<file path="src/rtl/lupa_cfg_sequencer_pkg.sv">
// Shared constants, state encoding and the power-on register image
// for the LUPA configuration sequencer.
package lupa_cfg_pkg;

    localparam int AW          = 4;
    localparam int DW          = 12;
    localparam int NREG        = 16;
    localparam int GAP_CYC_DEF = 8;
    localparam int TIMEOUT_DEF = 255;

    typedef enum logic [1:0] {
        S_IDLE,
        S_LOAD,
        S_REQ,
        S_GAP
    } seq_state_e;

    function automatic logic [DW-1:0] img_default(input logic [AW-1:0] a);
        case (a)
            4'd3:    return 12'h0A0;
            4'd4:    return 12'h002;
            4'd7:    return 12'h1E1;
            4'd8:    return 12'h04A;
            4'd9:    return 12'h06B;
            4'd10:   return 12'h055;
            4'd11:   return 12'h0F0;
            4'd12:   return 12'hFB0;
            4'd13:   return 12'hADF;
            4'd14:   return 12'h6DB;
            4'd15:   return 12'h0DB;
            default: return '0;
        endcase
    endfunction

endpackage

</file>
<file path="src/rtl/lupa_cfg_sequencer_if.sv">
// Word handshake between the sequencer and the SPI serializer.
// The sequencer is the master; the serializer acks each finished word.
interface lupa_cfg_sequencer_if;
    import lupa_cfg_pkg::*;

    logic          spi_req;
    logic [AW-1:0] spi_addr;
    logic [DW-1:0] spi_dat;
    logic          spi_ack;

    modport master (
        output spi_req,
        output spi_addr,
        output spi_dat,
        input  spi_ack
    );

    modport slave (
        input  spi_req,
        input  spi_addr,
        input  spi_dat,
        output spi_ack
    );

endinterface

</file>
<file path="src/rtl/lupa_cfg_sequencer_regfile.sv">
// Sensor register image: reset-default load, host write port,
// registered host read port and a combinational sequencer read port.
module lupa_cfg_regfile
    import lupa_cfg_pkg::*;
(
    input  logic          clk_i,
    input  logic          rst_ni,
    input  logic          we_i,
    input  logic [AW-1:0] addr_i,
    input  logic [DW-1:0] wdata_i,
    output logic [DW-1:0] rdata_o,
    input  logic [AW-1:0] seq_addr_i,
    output logic [DW-1:0] seq_data_o
);

    logic [DW-1:0] mem_q [NREG];
    logic [DW-1:0] rdata_q;

    // Image storage: defaults on reset, host write otherwise
    always_ff @(posedge clk_i) begin
        if (!rst_ni) begin
            for (int i = 0; i < NREG; i++) begin
                mem_q[i] <= img_default(AW'(i));
            end
        end else if (we_i) begin
            mem_q[addr_i] <= wdata_i;
        end
    end

    // Host read port; sees the pre-write value on a same-cycle write
    always_ff @(posedge clk_i) begin
        if (!rst_ni) begin
            rdata_q <= '0;
        end else begin
            rdata_q <= mem_q[addr_i];
        end
    end

    assign rdata_o    = rdata_q;
    assign seq_data_o = mem_q[seq_addr_i];

endmodule

</file>
<file path="src/rtl/lupa_cfg_sequencer.sv">
// Streams a contiguous range of the register image into the SPI
// word writer, one word per req/ack handshake, with status to the host.
module lupa_cfg_sequencer
    import lupa_cfg_pkg::*;
#(
    parameter int unsigned GAP_CYC = GAP_CYC_DEF,
    parameter int unsigned TIMEOUT = TIMEOUT_DEF
) (
    input  logic                 clock_40,
    input  logic                 rst_n,
    input  logic                 host_we,
    input  logic [AW-1:0]        host_addr,
    input  logic [DW-1:0]        host_wdata,
    output logic [DW-1:0]        host_rdata,
    input  logic                 cfg_go,
    input  logic [AW-1:0]        cfg_first,
    input  logic [AW-1:0]        cfg_last,
    input  logic                 cfg_abort,
    output logic                 busy,
    output logic                 cfg_done,
    output logic                 cfg_err,
    lupa_cfg_sequencer_if.master spi
);

    localparam int TW = (TIMEOUT > 0) ? $clog2(TIMEOUT + 1) : 1;
    localparam int GW = (GAP_CYC > 1) ? $clog2(GAP_CYC) : 1;
    localparam logic [TW-1:0] TMO      = TW'(TIMEOUT);
    localparam logic [GW-1:0] GAP_LAST = GW'(GAP_CYC - 1);

    seq_state_e    state_q, state_d;
    logic [AW-1:0] ptr_q, ptr_d;
    logic [AW-1:0] end_q, end_d;
    logic [TW-1:0] timer_q, timer_d;
    logic [GW-1:0] gap_q, gap_d;
    logic [AW-1:0] addr_q, addr_d;
    logic [DW-1:0] dat_q, dat_d;
    logic          done_q, done_d;
    logic          err_q, err_d;
    logic [DW-1:0] seq_data;
    logic          range_ok;
    logic          last_word;
    logic          abort_now;

    lupa_cfg_regfile u_regfile (
        .clk_i      (clock_40),
        .rst_ni     (rst_n),
        .we_i       (host_we),
        .addr_i     (host_addr),
        .wdata_i    (host_wdata),
        .rdata_o    (host_rdata),
        .seq_addr_i (ptr_q),
        .seq_data_o (seq_data)
    );

    assign range_ok  = (cfg_first <= cfg_last);
    assign last_word = (ptr_q == end_q);
    assign abort_now = cfg_abort && (state_q != S_IDLE);

    // State register
    always_ff @(posedge clock_40) begin
        if (!rst_n) begin
            state_q <= S_IDLE;
        end else begin
            state_q <= state_d;
        end
    end

    // Next-state logic; abort overrides everything while busy
    always_comb begin
        state_d = state_q;
        unique case (state_q)
            S_IDLE: if (cfg_go && range_ok) state_d = S_LOAD;
            S_LOAD: state_d = S_REQ;
            S_REQ: begin
                if (spi.spi_ack) begin
                    if (last_word)         state_d = S_IDLE;
                    else if (GAP_CYC == 0) state_d = S_LOAD;
                    else                   state_d = S_GAP;
                end else if (timer_q == TMO) begin
                    state_d = S_IDLE;
                end
            end
            S_GAP: if (gap_q == GAP_LAST) state_d = S_LOAD;
            default: state_d = S_IDLE;
        endcase
        if (abort_now) state_d = S_IDLE;
    end

    // Datapath next values: pointer, timers, word snapshot, status
    always_comb begin
        ptr_d   = ptr_q;
        end_d   = end_q;
        timer_d = timer_q;
        gap_d   = gap_q;
        addr_d  = addr_q;
        dat_d   = dat_q;
        done_d  = done_q;
        err_d   = err_q;
        unique case (state_q)
            S_IDLE: begin
                if (cfg_go && range_ok) begin
                    ptr_d  = cfg_first;
                    end_d  = cfg_last;
                    done_d = 1'b0;
                    err_d  = 1'b0;
                end else if (cfg_go) begin
                    err_d = 1'b1;
                end
            end
            S_LOAD: begin
                addr_d  = ptr_q;
                dat_d   = seq_data;
                timer_d = '0;
            end
            S_REQ: begin
                timer_d = timer_q + 1'b1;
                if (spi.spi_ack) begin
                    gap_d = '0;
                    if (last_word) done_d = 1'b1;
                    else           ptr_d  = ptr_q + 1'b1;
                end else if (timer_q == TMO) begin
                    err_d = 1'b1;
                end
            end
            S_GAP: gap_d = gap_q + 1'b1;
            default: ;
        endcase
        if (abort_now) begin
            done_d = done_q;
            err_d  = err_q;
        end
    end

    // Datapath registers
    always_ff @(posedge clock_40) begin
        if (!rst_n) begin
            ptr_q   <= '0;
            end_q   <= '0;
            timer_q <= '0;
            gap_q   <= '0;
            addr_q  <= '0;
            dat_q   <= '0;
            done_q  <= 1'b0;
            err_q   <= 1'b0;
        end else begin
            ptr_q   <= ptr_d;
            end_q   <= end_d;
            timer_q <= timer_d;
            gap_q   <= gap_d;
            addr_q  <= addr_d;
            dat_q   <= dat_d;
            done_q  <= done_d;
            err_q   <= err_d;
        end
    end

    // Outputs decoded from state and registers
    always_comb begin
        busy         = (state_q != S_IDLE);
        spi.spi_req  = (state_q == S_REQ);
        spi.spi_addr = addr_q;
        spi.spi_dat  = dat_q;
        cfg_done     = done_q;
        cfg_err      = err_q;
    end

endmodule

</file>
<file path="src/flat_wrapper.sv">
// flat-port wrapper written by rule: the top's interface ports become plain ports
module lupa_cfg_sequencer_flat import lupa_cfg_pkg::*;
#(
    parameter int unsigned GAP_CYC = GAP_CYC_DEF,
    parameter int unsigned TIMEOUT = TIMEOUT_DEF
)
  (clock_40, rst_n, host_we, host_addr, host_wdata, host_rdata, cfg_go, cfg_first, cfg_last, cfg_abort, busy, cfg_done, cfg_err, spi_spi_req, spi_spi_addr, spi_spi_dat, spi_spi_ack);
  lupa_cfg_sequencer_if spi_i ();
  input  logic clock_40;
  input  logic rst_n;
  input  logic host_we;
  input  logic [AW-1:0] host_addr;
  input  logic [DW-1:0] host_wdata;
  output logic [DW-1:0] host_rdata;
  input  logic cfg_go;
  input  logic [AW-1:0] cfg_first;
  input  logic [AW-1:0] cfg_last;
  input  logic cfg_abort;
  output logic busy;
  output logic cfg_done;
  output logic cfg_err;
  output wire logic [$bits(spi_i.spi_req)-1:0] spi_spi_req;
  output wire logic [$bits(spi_i.spi_addr)-1:0] spi_spi_addr;
  output wire logic [$bits(spi_i.spi_dat)-1:0] spi_spi_dat;
  input wire logic [$bits(spi_i.spi_ack)-1:0] spi_spi_ack;
  assign spi_spi_req = spi_i.spi_req;
  assign spi_spi_addr = spi_i.spi_addr;
  assign spi_spi_dat = spi_i.spi_dat;
  assign spi_i.spi_ack = spi_spi_ack;
  lupa_cfg_sequencer #(.GAP_CYC(GAP_CYC), .TIMEOUT(TIMEOUT)) u_core (.clock_40(clock_40), .rst_n(rst_n), .host_we(host_we), .host_addr(host_addr), .host_wdata(host_wdata), .host_rdata(host_rdata), .cfg_go(cfg_go), .cfg_first(cfg_first), .cfg_last(cfg_last), .cfg_abort(cfg_abort), .busy(busy), .cfg_done(cfg_done), .cfg_err(cfg_err), .spi(spi_i));
endmodule
</file>
<file path="config.mk">
export PLATFORM = sky130hd
export DESIGN_NAME = lupa_cfg_sequencer_flat
export DESIGN_NICKNAME = d
export VERILOG_FILES = /design/src/rtl/lupa_cfg_sequencer_pkg.sv /design/src/rtl/lupa_cfg_sequencer_if.sv /design/src/rtl/lupa_cfg_sequencer_regfile.sv /design/src/rtl/lupa_cfg_sequencer.sv /design/src/flat_wrapper.sv
export SDC_FILE = /design/constraint.sdc
export NUM_CORES = 1
export LEC_CHECK = 0
export BUFFER_PORTS_ARGS = -buffer_cell sky130_fd_sc_hd__buf_2
export CAP_MARGIN = 10
export CORE_ASPECT_RATIO = 1.4
export CORE_MARGIN = 2
export CORE_UTILIZATION = 50
export CTS_CLUSTER_SIZE = 20
export DETAILED_ROUTE_END_ITERATION = 16
export PLACE_DENSITY = 0.75
export RECOVER_POWER = 50
export SETUP_SLACK_MARGIN = 0.5
export SLEW_MARGIN = 30
export SYNTH_ARGS = -nofsm -noshare
export SYNTH_HDL_FRONTEND = slang
export SYNTH_SLANG_ARGS = --single-unit
</file>
<file path="constraint.sdc">
create_clock -name clock_40 -period 4.71 [get_ports clock_40]
set_input_delay 0.7065 -clock clock_40 [delete_from_list [all_inputs] [get_ports clock_40]]
set_output_delay 0.7065 -clock clock_40 [all_outputs]
set_load 0.05 [all_outputs]
</file>
# After elaboration in Yosys (flattened, before gate mapping)

Memories as Yosys holds them, arrays and structs flattened. A register that Yosys moved wholly into a read port is not among the register bits.
Index checks and enable logic that the tools add are counted.

Shift operators: 0
Divide/modulo/power cells: 0
Magnitude comparators: 1
Add/sub/neg operators: 3
Reduce and logical (&&, ||, !) cells: 17
Multipliers: 0
Bitwise gates (word level): 2
Multiplexer cells: 41
Eq/ne operators: 15

Operators with widths:

| cell                  | number |
|---|---|
| $mux W12              | 13 |
| $mux W4               | 4 |
| $pmux W8 S2           | 1 |
| $mux W1               | 12 |
| $reduce_or A12 Y1     | 1 |
| $mux W2               | 5 |
| $ne A2 B1 Y1 const B  | 5 |
| $reduce_and A5 Y1     | 2 |
| $add A8 B1 Y8 const B | 1 |
| $eq A8 B8 Y1 const B  | 1 |
| $pmux W2 S4           | 1 |
| $pmux W4 S2           | 1 |
| $reduce_bool A2 Y1    | 4 |
| $pmux W3 S2           | 1 |
| $add A4 B1 Y4 const B | 1 |
| $eq A2 B2 Y1 const B  | 2 |
| $eq A4 B4 Y1          | 1 |
| $le A4 B4 Y1          | 1 |
| $ne A2 B2 Y1 const B  | 2 |
| $pmux W1 S2           | 2 |
| $reduce_and A2 Y1     | 2 |
| $reduce_and A4 Y1     | 1 |
| $add A3 B1 Y3 const B | 1 |
| $eq A3 B3 Y1 const B  | 1 |
| other kinds (10)      | 13 |

Register bits: 27
Word-level logic and storage cells: 88
Memory bits (writable): 192
Memories: 1
Bits in read-only memories: 0
Latch bits: 0
Output and inout bits: 32
Input bits: 30

Memory list:

| memory                 | depth | bits a word | rd ports | clocked after memory_dff | write ports | line                             | text |
|---|---|---|---|---|---|---|---|
| u_core.u_regfile.mem_q | 16    | 12          | 2        | 2                        | 16          | lupa_cfg_sequencer_regfile.sv:16 | `logic [DW-1:0] mem_q [NREG];` |

# Longest topological paths before layout

Gate-level depths: netlist of the first run.

Depth in word-level cells: 5
Gate-level depth with buffers: 8
Depth with buffers taken out: 7

# By module

Synthesis of the first run repeated with hierarchy kept, for this count alone.

Cells, all modules: 917
Area total of the unflattened synthesis: 12548.3 um2

Modules (own cells, without submodules):

| module             | times used | seq. area each (um2) | cells an instance | area each (um2) |
|---|---|---|---|---|
| lupa_cfg_regfile   | 1          | 6005.8               | 700               | 10578.9 |
| lupa_cfg_sequencer | 1          | 780.7                | 217               | 1969.4 |

# Worst setup path before layout of the first run

OpenSTA, ideal clock, no wires.

Path type: input-to-reg
From: in host_addr[0]
To: mem u_core.u_regfile.mem_q[12][0], enable pin
Library setup time: 0.398 ns
Setup slack: 1.758 ns
Required time: 4.312 ns
Buffers on the path: 3
Arrival: 2.555 ns
Stages: 5
Cell sequence: buf_6 > or3_2 > clkbuf_1 > clkbuf_1 > o21ai_0

RTL lines:

| what        | line                             | text |
|---|---|---|
| from (decl) | flat_wrapper.sv:12               | `input logic [AW-1:0] host_addr;` |
| to (decl)   | lupa_cfg_sequencer_regfile.sv:16 |  |

==> metrics, run 1 <==
status=finished, violations left; failing checks=max-capacitance violations, max-slew violations; type of the tightest min-delay check=reg -> reg; register share of total power=0.462; Power Total=around 5.7 mW; Leakage=4.71 nW; Cell variety after synth=between 40 and 50; largest net degree at the start of global routing=56; Post-DRT Antenna Nets=0; Least-Margin Pin Slew=about 1.8 ns; CP max-delay cell=clkbuf_1; Power Density=~420 mW/mm²; ys async rst share=0; Synth Area per Inst=about 14 µm²; RD Place Congestion=0.879; final period utilization=0.754; Mapped Area=0.0125 mm²; VDD IR max=between 300 and 400 µV; Ant. Diodes=0; crit path kind=in -> reg; most common library cells after synthesis=edfxtp_1, and2_1, mux4_2, clkbuf_1, or3_1; row count=~70; total number of H-tree levels=1; Gate power share=0.186; layout cell share with drive strength beyond 1=0.189; largest fanout on the critical path=19; Post-synth EDFFs=192; Final min period=~3.6 ns; Syn Nets=between 900 and 1000; crit-path max cell delay=1.23 ns; Setup TNS Final=0 ns; dpl hpwl=between 20000 and 25000 µm; CTS clk-pin slew, worst paths=approximately 0.06 ns; CTS Hold Buffers Added=0; worst path arrival time=approximately 3.7 ns; register area share after synthesis=0.542; Congestion Overflow GR=0; fillcell total=roughly 2000; via count=~8000; Die H=~190 µm; first-pass GRT wire length=~50000 µm; total CTS buffers=24; worst-path cell chain=clkbuf_1 -> nand2b_1 -> o21ai_0 -> clkbuf_1; die footprint=roughly 0.026 mm²; initial antenna violation count=0; Skew-Pair Late Insertion Delay=approximately 0.52 ns; final net count=951; cell taking the most area after synthesis=edfxtp_1; FMAX=~280 MHz; CP startpoint kind=primary input; P_sw=~1.6 mW; Setup WS post-layout=around 1.2 ns; Synth-to-Final Area Change=10.3%; critical path's most frequent cell=clkbuf_1; Max-cap violations=1; Sw Share=0.286; CTS tree=done; max-slew violations=20; Post-CTS Resized=0; RSZ-0062 raised after global routing=false; postcts setup bufs=0; drt total wl=roughly 33000 µm; CP Capture Type=register; Power Internal=roughly 4.1 mW; clock share of power=0.352; number of synthesized register bits=around 240; GR Util All Layers=0.256; DRC=0; PortBufs=61; clk root buf=clkbuf_16; Setup Viol. Count Final=0; vias per std cell=between 6 and 7; Final Skew=approximately 0.0051 ns; post-place setup slack=around 1.4 ns; top cell type's share of synthesized area=0.460; I/O pin count=slightly above 60; vias in the first global route=7846; top cells by area, synth=edfxtp_1, mux4_2, dfxtp_1; critical path required time=around 4.9 ns; final hold vios=0; Routed WL per cell=between 20 and 30 µm; clk buf depth=3; Starting Density=0.508; Primary FF master, synth=edfxtp_1; drt first pass iters=8; CTS sink count=around 240; Iteration-0 DRC Markers=approximately 730; area of the core=roughly 0.025 mm²; Mapped Cells=just under 900; most common cell in the netlist=edfxtp_1; warnings from Yosys=0; Max-slew headroom=-0.171; Die X-Extent=between 100 and 150 µm
## layout by cell type (no fill, tap or decap), drive strengths merged, types with 2 or more instances in the layout
master    count
clkinv        8
nand4         6
a311oi        2
clkinvlp      2
and2        153
nor2b         3
edfxtp      192
mux4        108
ha           12
xnor2         2
inv          17
a22oi        24
o21ai        26
bufinv        3
or3          58
nand2b       10
clkbuf       75
dfxtp        51
o21a          3
xor2          9
nor3          4
o211ai        2
mux2i        11
a31o         12
nand3         5
nand2        24
buf          38
a21oi        26
nor2         28
## kinds of logic (layout without fill, tap and decap cells)
family                   after synthesis  count (layout)  synth area share
buffers and inverters                 95             143            0.0335
AO/OA/AOI/OAI                        104             104            0.0540
multiplexers                         119             119             0.214
AND/OR/NAND/NOR                      295             295             0.136
flip-flops                           243             243             0.542
XOR/XNOR                              11              11           0.00769
adder cells (fa/ha/maj)               12              12            0.0120
## per-layer routing
layer	GRT usage	vias to the layer above	part of all wire
met1	0.310	3981	0.35
met3	0.0459	84	0.084
met4	0.101	0	0.042
li1	-	3465	-
met2	0.453	435	0.52
met5	0	-	0
## final timing paths
check | to | slack, ns | cells past startpoint | start
worst max-delay path | u_core.u_regfile.mem_q[5][5] | 1.16 | 4 | host_addr[2]
worst min-delay path | u_core.cfg_done | 0.46 | 2 | u_core.cfg_done
worst max register to register | u_core.spi.spi_dat[6] | 2.08 | 5 | u_core.ptr_q[0]
worst min register to register | u_core.cfg_done | 0.46 | 2 | u_core.cfg_done
## final cells by class
class,count,area (µm²),area share
Multi-Input combinational cell,541,5340,0.387
Clock inverter,15,180,0.0130
Tap cell,315,394,0.0285
Timing Repair Buffer,84,390,0.0283
Inverter,15,56.3,0.00407
Clock buffer,29,661,0.0478
Sequential cell,243,6790,0.492
## through the flow
step                      area [µm²]  utilization  cells  hold WS, ns
after floorplan                12500            -    879        0.458
after global placement         13000        0.528   1198        0.440
after detailed placement       13100        0.529   1198        0.452
after CTS                      13900        0.563   1242        0.461
after global routing           13800        0.560   1242        0.497
final                          13800        0.560   1242        0.457
## power by group through the flow
stage,sequential (mW),combinational [mW],clock (mW)
6_report,2.65,1.07,2.02
5_1_grt,2.67,1.14,2.13
4_1_cts,2.65,1.08,2.04
3_5_place_dp,2.69,1.08,0
3_3_place_gp,2.68,1.06,0
2_1_floorplan,2.70,0.740,0
## state kept, by name, summed over array words and instances, names as in the netlist
signal,flops
u_core.state_q,2
u_core.timer_q,8
u_core.ptr_q,4
u_core.spi.spi_addr,4
u_core.cfg_err,1
u_core.spi.spi_dat,12
u_core.u_regfile.mem_q,192
u_core.cfg_done,1
u_core.gap_q,3
u_core.end_q,4
u_core.u_regfile.rdata_o,12
## critical path: cells and delay by family
family | cells | cell delay, ns
AOI/OAI and AO/OA | 1 | 0.30
and+or+nand+nor | 1 | 0.64
buffers and inverters | 2 | 2.02
Note: power is estimated with default switching activity, not from simulation.
==> run 2, diff against run 1 <==
==> constraint.sdc (replaced) <==
create_clock -name clock_40 -period 3.4 [get_ports clock_40]
set_input_delay 0.51 -clock clock_40 [delete_from_list [all_inputs] [get_ports clock_40]]
set_output_delay 0.51 -clock clock_40 [all_outputs]
set_load 0.05 [all_outputs]
==> run 2 against run 1 <==
The flow now finishes without violations. Power grew 37%. Combinational power grew 50%. Clock power grew 31%. Sequential power grew 36%. Flip-flop and latch count is the same. Hold slack lost 0.12 ns. Global-route usage grew 0.30 points. Clock skew grew 0.0069 ns. Critical path depth grew 4.
==> metrics, run 2 (synthesis gave the netlist of run 1 again) <==
via count=slightly above 8000; worst path arrival time=3.02 ns; Die X-Extent=138 µm; Iteration-0 DRC Markers=917; worst-path cell chain=clkbuf_1 -> buf_4 -> nand4_1 -> clkbuf_1 -> nor3_1 -> clkbuf_1 -> nand2b_1 -> buf_4; Post-CTS Resized=0; Skew-Pair Late Insertion Delay=0.52 ns; postcts setup bufs=0; area of the core=about 0.025 mm²; CTS tree=done; Final min period=roughly 2.8 ns; row count=68; FMAX=355 MHz; final net count=969; final period utilization=0.828; Setup TNS Final=0 ns; final hold vios=0; Worst Hold Depth=3; Starting Density=0.508; drt first pass iters=5; total CTS buffers=24; RD Place Congestion=0.861; largest fanout on the critical path=22; reg2reg start=u_core.ptr_q[0]; Least-Margin Pin Slew=roughly 1.2 ns; Routed WL per cell=26.3 µm; Synth-to-Final Area Change=11.1%; die footprint=roughly 0.026 mm²; Ant. Diodes=0; CP max-delay cell=clkbuf_1; largest net degree at the start of global routing=56; commonest non-fill, non-tap cell in the layout=edfxtp_1; dpl hpwl=approximately 23000 µm; crit path kind=in -> reg; CTS sink count=243; Die H=approximately 190 µm; Leakage=approximately 4.8 nW; total number of H-tree levels=1; delay-heaviest family, CP=buffers and inverters; r2r worst-path depth=5; Congestion Overflow GR=0; clk root buf=clkbuf_16; Final Skew=about 0.012 ns; PortBufs=61; max-slew violations=0; GR Util All Layers=0.259; largest reg by FF count=u_core.u_regfile.mem_q; Worst Path Buf+Inv=5; critical path's most frequent cell=clkbuf_1; VDD IR max=roughly 510 µV; Max-cap violations=0; max reg flops=~190; DRC=0; Worst R2R End=u_core.ptr_q[0]; crit-path max cell delay=roughly 0.67 ns; Worst Setup SP=host_addr[1]; commonest non-fill, non-tap cells in the layout=edfxtp_1, and2_1, mux4_2, or3_1, dfxtp_1; CP startpoint kind=primary input; CTS clk-pin slew, worst paths=around 0.060 ns; I/O pin count=just over 60; CP Capture Type=register; Post-DRT Antenna Nets=0; status=finished, final reports clean; Power Total=just under 8 mW; type of the tightest min-delay check=in -> reg; vias in the first global route=between 8000 and 9000; CTS Hold Buffers Added=0; register-to-register setup slack=around 0.9 ns; RSZ-0062 raised after global routing=false; drt total wl=roughly 33000 µm; Setup Viol. Count Final=0; vias per std cell=~6.4; Hold Crit Start=cfg_first[3]; critical path required time=roughly 3.6 ns; initial antenna violation count=0; clk buf depth=3; first-pass GRT wire length=49700 µm; Power Density=about 560 mW/mm²; Max-slew headroom=0.191; layout cell share with drive strength beyond 1=0.197; hold worst-path end=u_core.ptr_q[3]
run 2: per-layer routing:
metal	GRT usage	vias to the layer above	part of all wire	routed length, µm
li1	-	3498	-	-
met1	0.307	3984	0.35	11500
met2	0.458	496	0.51	17000
met3	0.0467	104	0.089	2960
met4	0.118	0	0.053	1750
met5	0	-	0	0
run 2: power breakdown:
group / internal (mW) / leakage, nW / switching, mW
registers: 3.42 / 2.28 / 0.193
logic: 0.666 / 2.14 / 0.936
clock network: 1.53 / 0.381 / 1.11
run 2: cell type report:
type,count,area (µm²)
fillers,1992,10800
inverters,15,56.3
clock buffers,35,713
well taps,315,394
repair buffers,102,562
multi-input cells,541,5330
clock inverters,9,71.3
flip-flops and latches,243,6790
run 2: how the worst max path moves through the flow:
stage / end / slack (ns) / depth (start not counted)
detailed placement: u_core.u_regfile.mem_q[8][10] / 0.71 / 3
CTS: spi_spi_req / 0.86 / 3
finish: u_core.u_regfile.mem_q[3][8] / 0.58 / 8
global route: u_core.u_regfile.mem_q[3][11] / 0.39 / 8
floorplan: u_core.u_regfile.mem_q[12][0] / 0.64 / 5
global placement: u_core.u_regfile.rdata_o[8] / 0.79 / 5
run 2: worst register-to-register path, cell delays in order, from the launching register on:
cell and delay, ns:
dfxtp_4 0.72, xor2_1 0.18, o41ai_1 0.91, nand2_1 0.20, nand2_1 0.22, mux2i_1 0.20
run 2: through the flow:
step	setup WS [ns]	instances	hold slack [ns]	cell area [µm²]	util
finish	0.584	1260	0.335	13900	0.564
global route	0.387	1260	0.343	13900	0.564
CTS	0.858	1260	0.321	14000	0.567
detailed placement	0.711	1216	0.456	13200	0.536
global placement	0.786	1216	0.443	13200	0.535
floorplan	0.644	879	0.458	12500	-
==> run 3, diff against run 2 <==
==> constraint.sdc (replaced) <==
create_clock -name clock_40 -period 2.8 [get_ports clock_40]
set_input_delay 0.42 -clock clock_40 [delete_from_list [all_inputs] [get_ports clock_40]]
set_output_delay 0.42 -clock clock_40 [all_outputs]
set_load 0.05 [all_outputs]
==> run 3 against run 2 <==
First-iteration DRC count shrank 28%. Worst setup slack worse by 0.029 ns. Wire length down 2.2%. Global-route usage down 0.70 points. Final cell count up 0.95%. Hold slack got worse by 0.11 ns. Non-clock buffer count increased by 14. Highest routed layer unchanged.
==> metrics, run 3 (synthesis gave the netlist of run 1 again) <==
Die H=~190 µm; Design Area, Final=0.0140 mm²; vias per std cell=6.31; clk root buf=clkbuf_16; RSZ-0062 raised after global routing=false; final period utilization=0.802; PortBufs=61; VDD IR max=approximately 560 µV; critical path's most frequent cell=clkbuf_1; Power Density=between 600 and 700 mW/mm²; status=finished, final reports clean; critical path required time=approximately 3 ns; max-slew violations=0; CP Capture Type=register; CTS tree=done; Starting Density=0.508; Die X-Extent=about 140 µm; largest fanout on the critical path=13; Max-slew headroom=0.153; Skew-Pair Late Insertion Delay=between 0.5 and 0.6 ns; post-layout util=0.567; I/O pin count=a little over 60; WHS=approximately 0.23 ns; Iteration-0 DRC Markers=between 600 and 700; crit-path max cell delay=between 0.7 and 0.8 ns; RD Place Congestion=0.848; Least-Margin Pin Slew=1.27 ns; Setup Viol. Count Final=0; final hold vios=0; fillcell total=between 1500 and 2000; vias in the first global route=~8000; Post-DRT Antenna Nets=0; via count=8031; die footprint=roughly 0.026 mm²; total CTS buffers=23; drt total wl=between 30000 and 40000 µm; row count=between 60 and 70; dpl cell area=approximately 0.013 mm²; Final min period=2.24 ns; Synth-to-Final Area Change=11.7%; drt first pass iters=5; layout cell share with drive strength beyond 1=0.203; CP startpoint kind=primary input; Final Skew=~0.016 ns; DRC=0; area of the core=approximately 0.025 mm²; Max-cap violations=0; dpl hpwl=between 20000 and 25000 µm; GR Util All Layers=0.253; DR top layer=met4; routed wl met3=2200 µm; post-place setup slack=roughly 0.27 ns; crit path kind=in -> reg; clk buf depth=3; Leakage=a little under 5 nW; commonest non-fill, non-tap cell in the layout=edfxtp_1; total number of H-tree levels=1; worst path arrival time=between 2 and 2.5 ns; FMAX=approximately 450 MHz; CTS sink count=~240; worst-path cell chain=clkbuf_1 -> nand2b_1 -> clkbuf_1 -> o21ai_0 -> clkbuf_1; initial antenna violation count=0; type of the tightest min-delay check=in -> reg; largest reg by FF count=u_core.u_regfile.mem_q; Setup TNS Final=0 ns; M1 wire length=11600 µm; Setup WS post-layout=~0.56 ns; final net count=just under 1000; Met2 Wirelength=17400 µm; Congestion Overflow GR=0; largest net degree at the start of global routing=between 50 and 60; max reg flops=roughly 190; delay-heaviest family, CP=buffers and inverters; commonest non-fill, non-tap cells in the layout=edfxtp_1, and2_1, mux4_2, or3_1, clkbuf_1; Routed WL per cell=between 20 and 30 µm; first-pass GRT wire length=48800 µm; Ant. Diodes=0; CTS clk-pin slew, worst paths=approximately 0.07 ns; Worst Path Buf+Inv=3; CP max-delay cell=clkbuf_1
run 3: stage by stage:
step | instances | total power [mW]
after floorplan | 879 | 5.79
after global placement | 1225 | 6.37
after detailed placement | 1225 | 6.41
after CTS | 1267 | 9.55
after global routing | 1272 | 9.84
final | 1272 | 9.53
run 3: cell type report:
class / instances / area (µm²) / share of cell area
flip-flops and latches: 243 / 6790 / 0.486
repair buffers: 116 / 651 / 0.0465
inverters: 15 / 56.3 / 0.00403
clock inverters: 13 / 146 / 0.0105
clock buffers: 29 / 618 / 0.0442
well taps: 315 / 394 / 0.0282
multi-input cells: 541 / 5330 / 0.381
run 3: worst reg2reg max path, cell delays in order (launching register included):
cell     delay, ns
dfxtp_1       0.59
and2_1        0.62
a22oi_1       0.29
a21oi_1       0.46
a31o_2        0.17
run 3: routing by layer:
| layer | up-vias | GRT usage |
|---|---|---|
| li1 | 3518 | - |
| met2 | 385 | 0.460 |
| met3 | 72 | 0.0358 |
| met1 | 4056 | 0.301 |
| met4 | 0 | 0.0930 |
| met5 | - | 0 |
run 3: power breakdown:
group          switching, mW  internal [mW]  total [mW]
logic                   1.15          0.842        1.99
clock network           1.33           1.85        3.18
registers              0.210           4.15        4.36
total                   2.69           6.84        9.53
run 3: path summary, 6_finish.rpt:
kind / startpoint / endpoint / slack, ns / depth (start not counted)
worst max-delay path: host_addr[2] / u_core.u_regfile.mem_q[5][9] / 0.56 / 5
worst min-delay path: cfg_first[2] / u_core.ptr_q[2] / 0.23 / 3
worst max register to register: u_core.ptr_q[2] / u_core.spi.spi_dat[3] / 0.62 / 4
worst min register to register: u_core.cfg_done / u_core.cfg_done / 0.46 / 2
run 3: repair_timing:
action,CTS,global route
hold buffers,0,0
gates resized for setup,0,1
setup endpoints to repair,0,2
buffers inserted,0,5
